### src/rtl/decryptor_pkg.sv
// Shared types and timing helpers for the modular-exponentiation decryptor.
package decryptor_pkg;

  typedef enum logic [2:0] {
    IDLE   = 3'd0,
    REDUCE = 3'd1,
    SQUARE = 3'd2,
    MULT   = 3'd3,
    DONE   = 3'd4
  } state_t;

  // Cycles from the accepting edge to out_valid for a nonzero modulus.
  function automatic int latency(input int keysize, input int modsize);
    return (2 * keysize + 1) * (modsize + 2) + 1;
  endfunction

endpackage

### src/rtl/mod_mul.sv
// Interleaved shift-add modular multiplier: p = a*b mod n in MODSIZE+2 cycles
// (load, MODSIZE iterations, done). Operand a must be below 3n - 2p headroom.
module mod_mul #(
  parameter int MODSIZE = 12
) (
  input  logic               clk,
  input  logic               rst_n,
  input  logic               start,
  input  logic [MODSIZE-1:0] a,
  input  logic [MODSIZE-1:0] b,
  input  logic [MODSIZE-1:0] n,
  output logic               done,
  output logic [MODSIZE-1:0] p
);

  localparam int W  = MODSIZE + 2;
  localparam int CW = $clog2(MODSIZE + 1);

  logic [MODSIZE-1:0] a_r, b_r, n_r;
  logic [CW-1:0]      cnt;
  logic               busy;
  logic [W-1:0]       sum, s1, s2, nn;

  // 2p + b_i*a stays below 3n, so two conditional subtractions always suffice.
  always_comb begin
    nn  = {2'b00, n_r};
    sum = {1'b0, p, 1'b0} + (b_r[MODSIZE-1] ? {2'b00, a_r} : '0);
    s1  = (sum >= nn) ? sum - nn : sum;
    s2  = (s1 >= nn) ? s1 - nn : s1;
  end

  always_ff @(posedge clk or negedge rst_n) begin
    if (!rst_n) begin
      a_r  <= '0;
      b_r  <= '0;
      n_r  <= '0;
      p    <= '0;
      cnt  <= '0;
      busy <= 1'b0;
      done <= 1'b0;
    end else begin
      done <= 1'b0;
      if (start) begin
        a_r  <= a;
        b_r  <= b;
        n_r  <= n;
        p    <= '0;
        cnt  <= CW'(MODSIZE);
        busy <= 1'b1;
      end else if (busy) begin
        p   <= s2[MODSIZE-1:0];
        b_r <= {b_r[MODSIZE-2:0], 1'b0};
        cnt <= cnt - 1'b1;
        if (cnt == CW'(1)) begin
          busy <= 1'b0;
          done <= 1'b1;
        end
      end
    end
  end

endmodule

### src/rtl/mod_exp_decryptor.sv
// Left-to-right square-and-always-multiply exponentiation c^d mod n,
// time-sharing one mod_mul across the reduce, square and multiply steps.
//
// state  | meaning
// IDLE   | waiting for a request, in_ready high
// REDUCE | base = cipher*1 mod n
// SQUARE | acc = acc*acc mod n
// MULT   | acc*base mod n, kept only when the key bit is 1
// DONE   | result presented, held until out_ready
module mod_exp_decryptor
  import decryptor_pkg::*;
#(
  parameter int KEYSIZE = 12,
  parameter int MODSIZE = 12
) (
  input  logic               clk,
  input  logic               rst_n,
  input  logic               in_valid,
  output logic               in_ready,
  input  logic [KEYSIZE-1:0] privKey,
  input  logic [MODSIZE-1:0] cipher,
  input  logic [MODSIZE-1:0] modulos,
  output logic               out_valid,
  input  logic               out_ready,
  output logic [MODSIZE-1:0] msg,
  output logic               err
);

  localparam int IW = (KEYSIZE > 1) ? $clog2(KEYSIZE) : 1;

  state_t             state;
  logic [KEYSIZE-1:0] key_r;
  logic [MODSIZE-1:0] cipher_r, n_r, base, acc;
  logic [IW-1:0]      idx;
  logic               mul_start, mul_done;
  logic [MODSIZE-1:0] mul_a, mul_b, mul_p;

  assign in_ready = rst_n && (state == IDLE);

  always_comb begin
    mul_a = MODSIZE'(1);
    mul_b = cipher_r;
    case (state)
      SQUARE: begin
        mul_a = acc;
        mul_b = acc;
      end
      MULT: begin
        mul_a = acc;
        mul_b = base;
      end
      default: ;
    endcase
  end

  mod_mul #(.MODSIZE(MODSIZE)) u_mul (
    .clk   (clk),
    .rst_n (rst_n),
    .start (mul_start),
    .a     (mul_a),
    .b     (mul_b),
    .n     (n_r),
    .done  (mul_done),
    .p     (mul_p)
  );

  always_ff @(posedge clk or negedge rst_n) begin
    if (!rst_n) begin
      state     <= IDLE;
      key_r     <= '0;
      cipher_r  <= '0;
      n_r       <= '0;
      base      <= '0;
      acc       <= '0;
      idx       <= '0;
      mul_start <= 1'b0;
      out_valid <= 1'b0;
      msg       <= '0;
      err       <= 1'b0;
    end else begin
      mul_start <= 1'b0;
      case (state)
        IDLE: begin
          if (in_valid && in_ready) begin
            key_r    <= privKey;
            cipher_r <= cipher;
            n_r      <= modulos;
            idx      <= IW'(KEYSIZE - 1);
            acc      <= (modulos > MODSIZE'(1)) ? MODSIZE'(1) : '0;
            if (modulos == '0) begin
              state <= DONE;
            end else begin
              state     <= REDUCE;
              mul_start <= 1'b1;
            end
          end
        end
        REDUCE: begin
          if (mul_done) begin
            base      <= mul_p;
            state     <= SQUARE;
            mul_start <= 1'b1;
          end
        end
        SQUARE: begin
          if (mul_done) begin
            acc       <= mul_p;
            state     <= MULT;
            mul_start <= 1'b1;
          end
        end
        MULT: begin
          if (mul_done) begin
            if (key_r[idx]) acc <= mul_p;
            if (idx == '0) begin
              state <= DONE;
            end else begin
              idx       <= idx - 1'b1;
              state     <= SQUARE;
              mul_start <= 1'b1;
            end
          end
        end
        DONE: begin
          // One registration cycle before out_valid rises keeps latency at L.
          if (!out_valid) begin
            out_valid <= 1'b1;
            err       <= (n_r == '0);
            msg       <= acc;
          end else if (out_ready) begin
            out_valid <= 1'b0;
            state     <= IDLE;
          end
        end
        default: state <= IDLE;
      endcase
    end
  end

endmodule

### config.mk
export PLATFORM = sky130hd
export DESIGN_NAME = mod_exp_decryptor
export DESIGN_NICKNAME = d
export VERILOG_FILES = /design/src/rtl/decryptor_pkg.sv /design/src/rtl/mod_mul.sv /design/src/rtl/mod_exp_decryptor.sv
export SDC_FILE = /design/constraint.sdc
export NUM_CORES = 1
export LEC_CHECK = 0
export CAP_MARGIN = 20
export CORE_MARGIN = 10
export CORE_UTILIZATION = 61
export CTS_CLUSTER_SIZE = 25
export DETAILED_ROUTE_END_ITERATION = 10
export GPL_TIMING_DRIVEN = 0
export HOLD_SLACK_MARGIN = 0.03
export PLACE_DENSITY = 0.9
export SLEW_MARGIN = 25
export SYNTH_ARGS = -nofsm -noshare
export SYNTH_HDL_FRONTEND = slang
export SYNTH_SLANG_ARGS = --single-unit
### constraint.sdc
create_clock -name clk -period 13 [get_ports clk]
set_clock_uncertainty 0.15 [all_clocks]
set_input_delay 3.25 -clock clk [delete_from_list [all_inputs] [get_ports clk]]
set_output_delay 3.25 -clock clk [all_outputs]
set_load 0.005 [all_outputs]
==> results of run 1 <==
-- through the flow --
| stage | utilization | std cells | area (µm²) |
|---|---|---|---|
| after floorplan | - | 782 | 7880 |
| after global placement | 0.685 | 1008 | 8640 |
| after detailed placement | 0.687 | 1009 | 8670 |
| after CTS | 0.733 | 1040 | 9250 |
| after global routing | 0.733 | 1040 | 9250 |
| final | 0.733 | 1040 | 9250 |
-- how the worst max path moves through the flow --
stage                     start       end  cells after the start
after floorplan           rst_n  in_ready                      1
after global placement    rst_n  in_ready                      3
after detailed placement  rst_n  in_ready                      3
after CTS                 rst_n  in_ready                      3
after global routing      rst_n  in_ready                      3
final                     rst_n  in_ready                      3
-- state kept, by name, indices dropped and copies added (netlist names) --
signal	flops
u_mul.a_r	12
acc	12
u_mul.b_r	12
mul_start	1
base	12
msg	12
err	1
out_valid	1
u_mul.cnt	4
key_r	12
cipher_r	12
u_mul.busy	1
n_r	12
u_mul.n_r	12
u_mul.p	12
u_mul.done	1
idx	4
state	3
-- kinds of logic (layout without fill, tap and decap cells) --
group | Yosys count | count (layout) | share of synthesized area
DFF | 136 | 136 | 0.432
AOI/OAI and AO/OA | 194 | 194 | 0.170
xor gates and xnor gates | 25 | 25 | 0.0278
buffers and inverters | 87 | 173 | 0.0422
adders and majority gates | 41 | 41 | 0.0679
muxes | 87 | 87 | 0.127
and+or+nand+nor | 212 | 212 | 0.134
-- cell type report --
type | count | share of cell area
Buffer | 37 | 0.0157
Clock buffer | 23 | 0.0528
Clock inverter | 8 | 0.00947
Inverter | 50 | 0.0203
Multi-Input combinational cell | 559 | 0.448
Sequential cell | 136 | 0.368
Tap cell | 172 | 0.0233
Timing Repair Buffer | 55 | 0.0620
-- layout by cell type, fill, tap and decap left out, types with 10 or more instances in the layout --
cell	instances
clkbuf_16	17
a21oi_1	32
o211ai_1	28
nor3_1	11
inv_1	48
nand2_1	48
clkdlybuf4s50_1	53
xnor2_1	18
o21ai_0	63
dfrtp_1	136
a21o_1	10
mux2i_1	17
nor2_1	55
mux2_2	65
clkbuf_1	29
nand3_1	33
ha_1	38
and2_1	12
-- metal layers --
layer	vias to the layer above	share of wire	global-route usage	wire (µm)
met1	3219	0.41	0.283	8170
met3	67	0.076	0.0485	1530
met5	-	0	0	0
li1	2967	-	-	-
met4	0	0.034	0.112	676
met2	333	0.49	0.381	9790
==> results.tsv, run 1 <==
metric	value	unit
status	finished, final reports clean	
routedWlPerCell	19.4	µm
syn_to_final_growth	17.3	%
max_freq	0.126	GHz
io-pin-count	55	
setup.worst_path.class	input port to primary output	
rows	41	
hold_class	register to register	
fin_crit	7.94	ns
vias	6586	
seq_area	3400	µm²
die_w	134	µm
synth_cells	782	
crit_path_max_incr_delay	0.59	ns
ys_warn_count	0	
r2r-end	u_mul.p[1]	
nNetsFinal	937	
hold_viol_final	0	
vias_per_cell	6.33	
netlist.area_leader.share	0.432	
core-area	12600	µm²
synth_common_cells	136 x dfrtp_1, 65 x mux2_2, 63 x o21ai_0	
reg2reg_setup_slack	5.81	ns
grt_pass1_wl	33700	µm
holdPathEnd	key_r[3]	
holdCritStartpoint	key_r[3]	
finalSetupTns	0	ns
grt_usage	0.231	
drt_first_pass_iters	5	
clk_pin_slew	0.06	ns
post-route-period-util	0.611	
r2r-start	u_mul.b_r[11]	
drc	0	
path_max_fanout	46	
clk_latency	0.42	ns
layout_setup_ws	5.06	ns
slew_violations	0	
syn_nets	863	
start_util	0.625	
holdWs	0.351	ns
drtAntennaViolNets	0	
reg2reg_depth	25	
finalSetupViolCount	0	
grt_max_degree	93	
grt_remaining_overflow	0	
hold_buffers	0	
dp_hpwl	14600	µm
netlist_area	7880	µm²
yosysTopAreaCell	dfrtp_1	
place_ws	5.05	ns
diodes	0	
fillers	878	
cts_resized	0	
synth.distinct_cells	71	
crit_path_start_kind	input port	
ys_async_sr_fraction	1.00	
gp_congestion	0.916	
avgSynthCellArea	10.1	µm²
crit_family	buffers and inverters	
ys_seq_area_frac	0.432	
holdPathStages	1	
worst_path_max_delay_cell	clkdlybuf4s50_1	
synth_most_common_cell	dfrtp_1	
io_buffers	54	
cts_sinks	136	
synth_ff_type	dfrtp_1	
worstPathArrival	4.54	ns
synth_seq_cells	136	
drt_iter0_drc	655	
crit_path_cell_trace	buf_8 > nor3b_1 > clkdlybuf4s50_1	
drive_gt1_frac	0.144	
cts-buffers-inserted	17	
die_h	134	µm
clockBufferDepth	2	
postCtsSetupRepairBufs	0	
multi_input_area	4150	µm²
end_kind	primary output	
rsz0062_at_grt	false	
grt_pass1_vias	6798	
grt_antenna_before_repair	0	
synth_edf_count	0	
cap_violations	0	
ys_top_cells_by_area	dfrtp_1 43%, mux2_2 9.3%, ha_1 6.0%, o21ai_0 4.0%, o211ai_1 2.7%	
cts_tree	yes	
clockRootBuffer	clkbuf_16	
htreeDepth	4	
path_buf_inv	2	
max-slew-margin-rel	0.474	
die_area	17900	µm²
worstPathRequired	9.60	ns
wirelength	20200	µm
worst_pin_slew	0.788	ns
Power of run 1 is left out: the tool's default activity adds up to more than one toggle a clock period on the data nets, which glitch-free logic cannot reach.
==> run 2: changes to the inputs <==
- CORE_UTILIZATION: 61 -> 54
- PLACE_DENSITY: 0.9 -> 0.85
- clock period: 13 -> 7.3 ns (I/O delays scaled with it)
==> run 2 against run 1 <==
Effect of this change:
- via count down 1.1%
- register-to-register slack worse by 5.6 ns
- first-iteration DRC count down 1.7%
- utilization down 8.2 points
- global-route usage down 3.0 points
- wire length down 0.55%
- flip-flop and latch count unchanged
- final cell count up 1.4%
==> results.tsv, run 2 (synthesis gave the netlist of run 1 again) <==
metric	value	unit
die_w	141	µm
slew_violations	0	
setup.worst_path.class	register to register	
hold_class	register to register	
cp_common_cell	ha_1	
fillers	1068	
grt_max_degree	87	
cap_violations	0	
max_freq	0.142	GHz
drt_first_pass_iters	6	
cts_sinks	136	
hold_buffers	0	
routedWlPerCell	19.0	µm
multi_input_area	4160	µm²
vias_per_cell	6.17	
end_kind	register	
die_area	19800	µm²
clockBufferDepth	2	
finalSetupViolCount	0	
gp_congestion	0.911	
drt_iter0_drc	644	
max-slew-margin-rel	0.468	
drc	0	
crit_family	compound AO/OA/AOI/OAI gates	
grt_pass1_wl	33000	µm
io-pin-count	55	
status	finished, final reports clean	
vias	6511	
clk_latency	0.43	ns
cts_tree	yes	
grt_antenna_before_repair	0	
final_core_util	0.651	
path_max_fanout	10	
dp_hpwl	14500	µm
seq_area	3400	µm²
start_util	0.546	
syn_to_final_growth	19.1	%
drive_gt1_frac	0.150	
final_common_cell	dfrtp_1	
fin_crit	7.04	ns
placed_cell_area	8690	µm²
grt_remaining_overflow	0	
rows	44	
clk_pin_slew	0.06	ns
crit_path_cell_trace	clkbuf_2 > and2_1 > ha_1 > a211oi_2 > o21ai_2 > o31a_2 > or4b_1 > nand3_1 > ha_1 > a21o_1 > a21oi_1 > nor3b_2 > o211ai_2 > buf_4 > mux2_2 > ha_1 > a21oi_1 > nand2_1 > o221ai_1 > o21ai_2 > o31ai_4 > clkinvlp_2 > nor4_1 > a311oi_1	
htreeDepth	4	
worstPathRequired	7.41	ns
crit_path_start_kind	register	
drtAntennaViolNets	0	
grt_pass1_vias	6669	
core-area	14400	µm²
final_cell_mix	136 x dfrtp_1, 65 x mux2_2, 63 x o21ai_0, 55 x nor2_1, 53 x clkdlybuf4s50_1	
io_buffers	54	
wirelength	20100	µm
rsz0062_at_grt	false	
cts_resized	0	
hold_viol_final	0	
worstPathArrival	7.15	ns
diodes	0	
clockRootBuffer	clkbuf_16	
final_cell_area	9390	µm²
die_h	141	µm
crit_path_max_incr_delay	0.50	ns
post-route-period-util	0.965	
cts-buffers-inserted	17	
grt_usage	0.201	
nNetsFinal	939	
worst_pin_slew	0.798	ns
postCtsSetupRepairBufs	0	
worst_path_max_delay_cell	o31ai_4	
path_buf_inv	3	
-- run 2: layout make-up --
class / instances / area share
Multi-Input combinational cell: 560 / 0.443
Clock inverter: 11 / 0.0232
Timing Repair Buffer: 55 / 0.0610
Inverter: 50 / 0.0204
Clock buffer: 21 / 0.0490
Tap cell: 184 / 0.0245
Timing Repair inverter: 1 / 0.000533
Sequential cell: 136 / 0.362
Buffer: 37 / 0.0156
-- run 2: metrics by stage --
stage	setup WS [ns]	cells	hold slack, ns	TNS, ns
6_report	0.258	1055	0.354	0
5_1_grt	0.00434	1055	0.371	0
4_1_cts	0.281	1053	0.357	0
3_5_place_dp	0.324	1021	0.345	0
3_3_place_gp	-2.54	1020	0.333	-208.96
2_1_floorplan	1.34	782	0.319	0
-- run 2: path summary, 6_finish.rpt --
kind,from,depth (start not counted),slack [ns],end
max reg2reg,u_mul.b_r[11],24,0.26,u_mul.p[10]
min reg2reg,key_r[3],1,0.35,key_r[3]
min in group asynchronous,rst_n,1,1.26,key_r[3]
min,key_r[3],1,0.35,key_r[3]
max in group asynchronous,rst_n,2,5.07,u_mul.a_r[11]
max,u_mul.b_r[11],24,0.26,u_mul.p[10]
-- run 2: layer usage --
metal | part of all wire | wire length [µm] | track usage | up-vias
met5 | 0 | 0 | 0 | -
met1 | 0.42 | 8480 | 0.258 | 3181
li1 | - | - | - | 2982
met2 | 0.48 | 9550 | 0.324 | 303
met3 | 0.075 | 1510 | 0.0443 | 45
met4 | 0.026 | 521 | 0.0777 | 0
Power of run 2 is left out for the same reason.
==> run 3: changes to the inputs <==
- CTS_CLUSTER_SIZE: 25 -> not set
==> results of run 3 <==
No change in the layout: final DEF, timing and power equal those of run 2.
Power of run 3 is left out for the same reason.
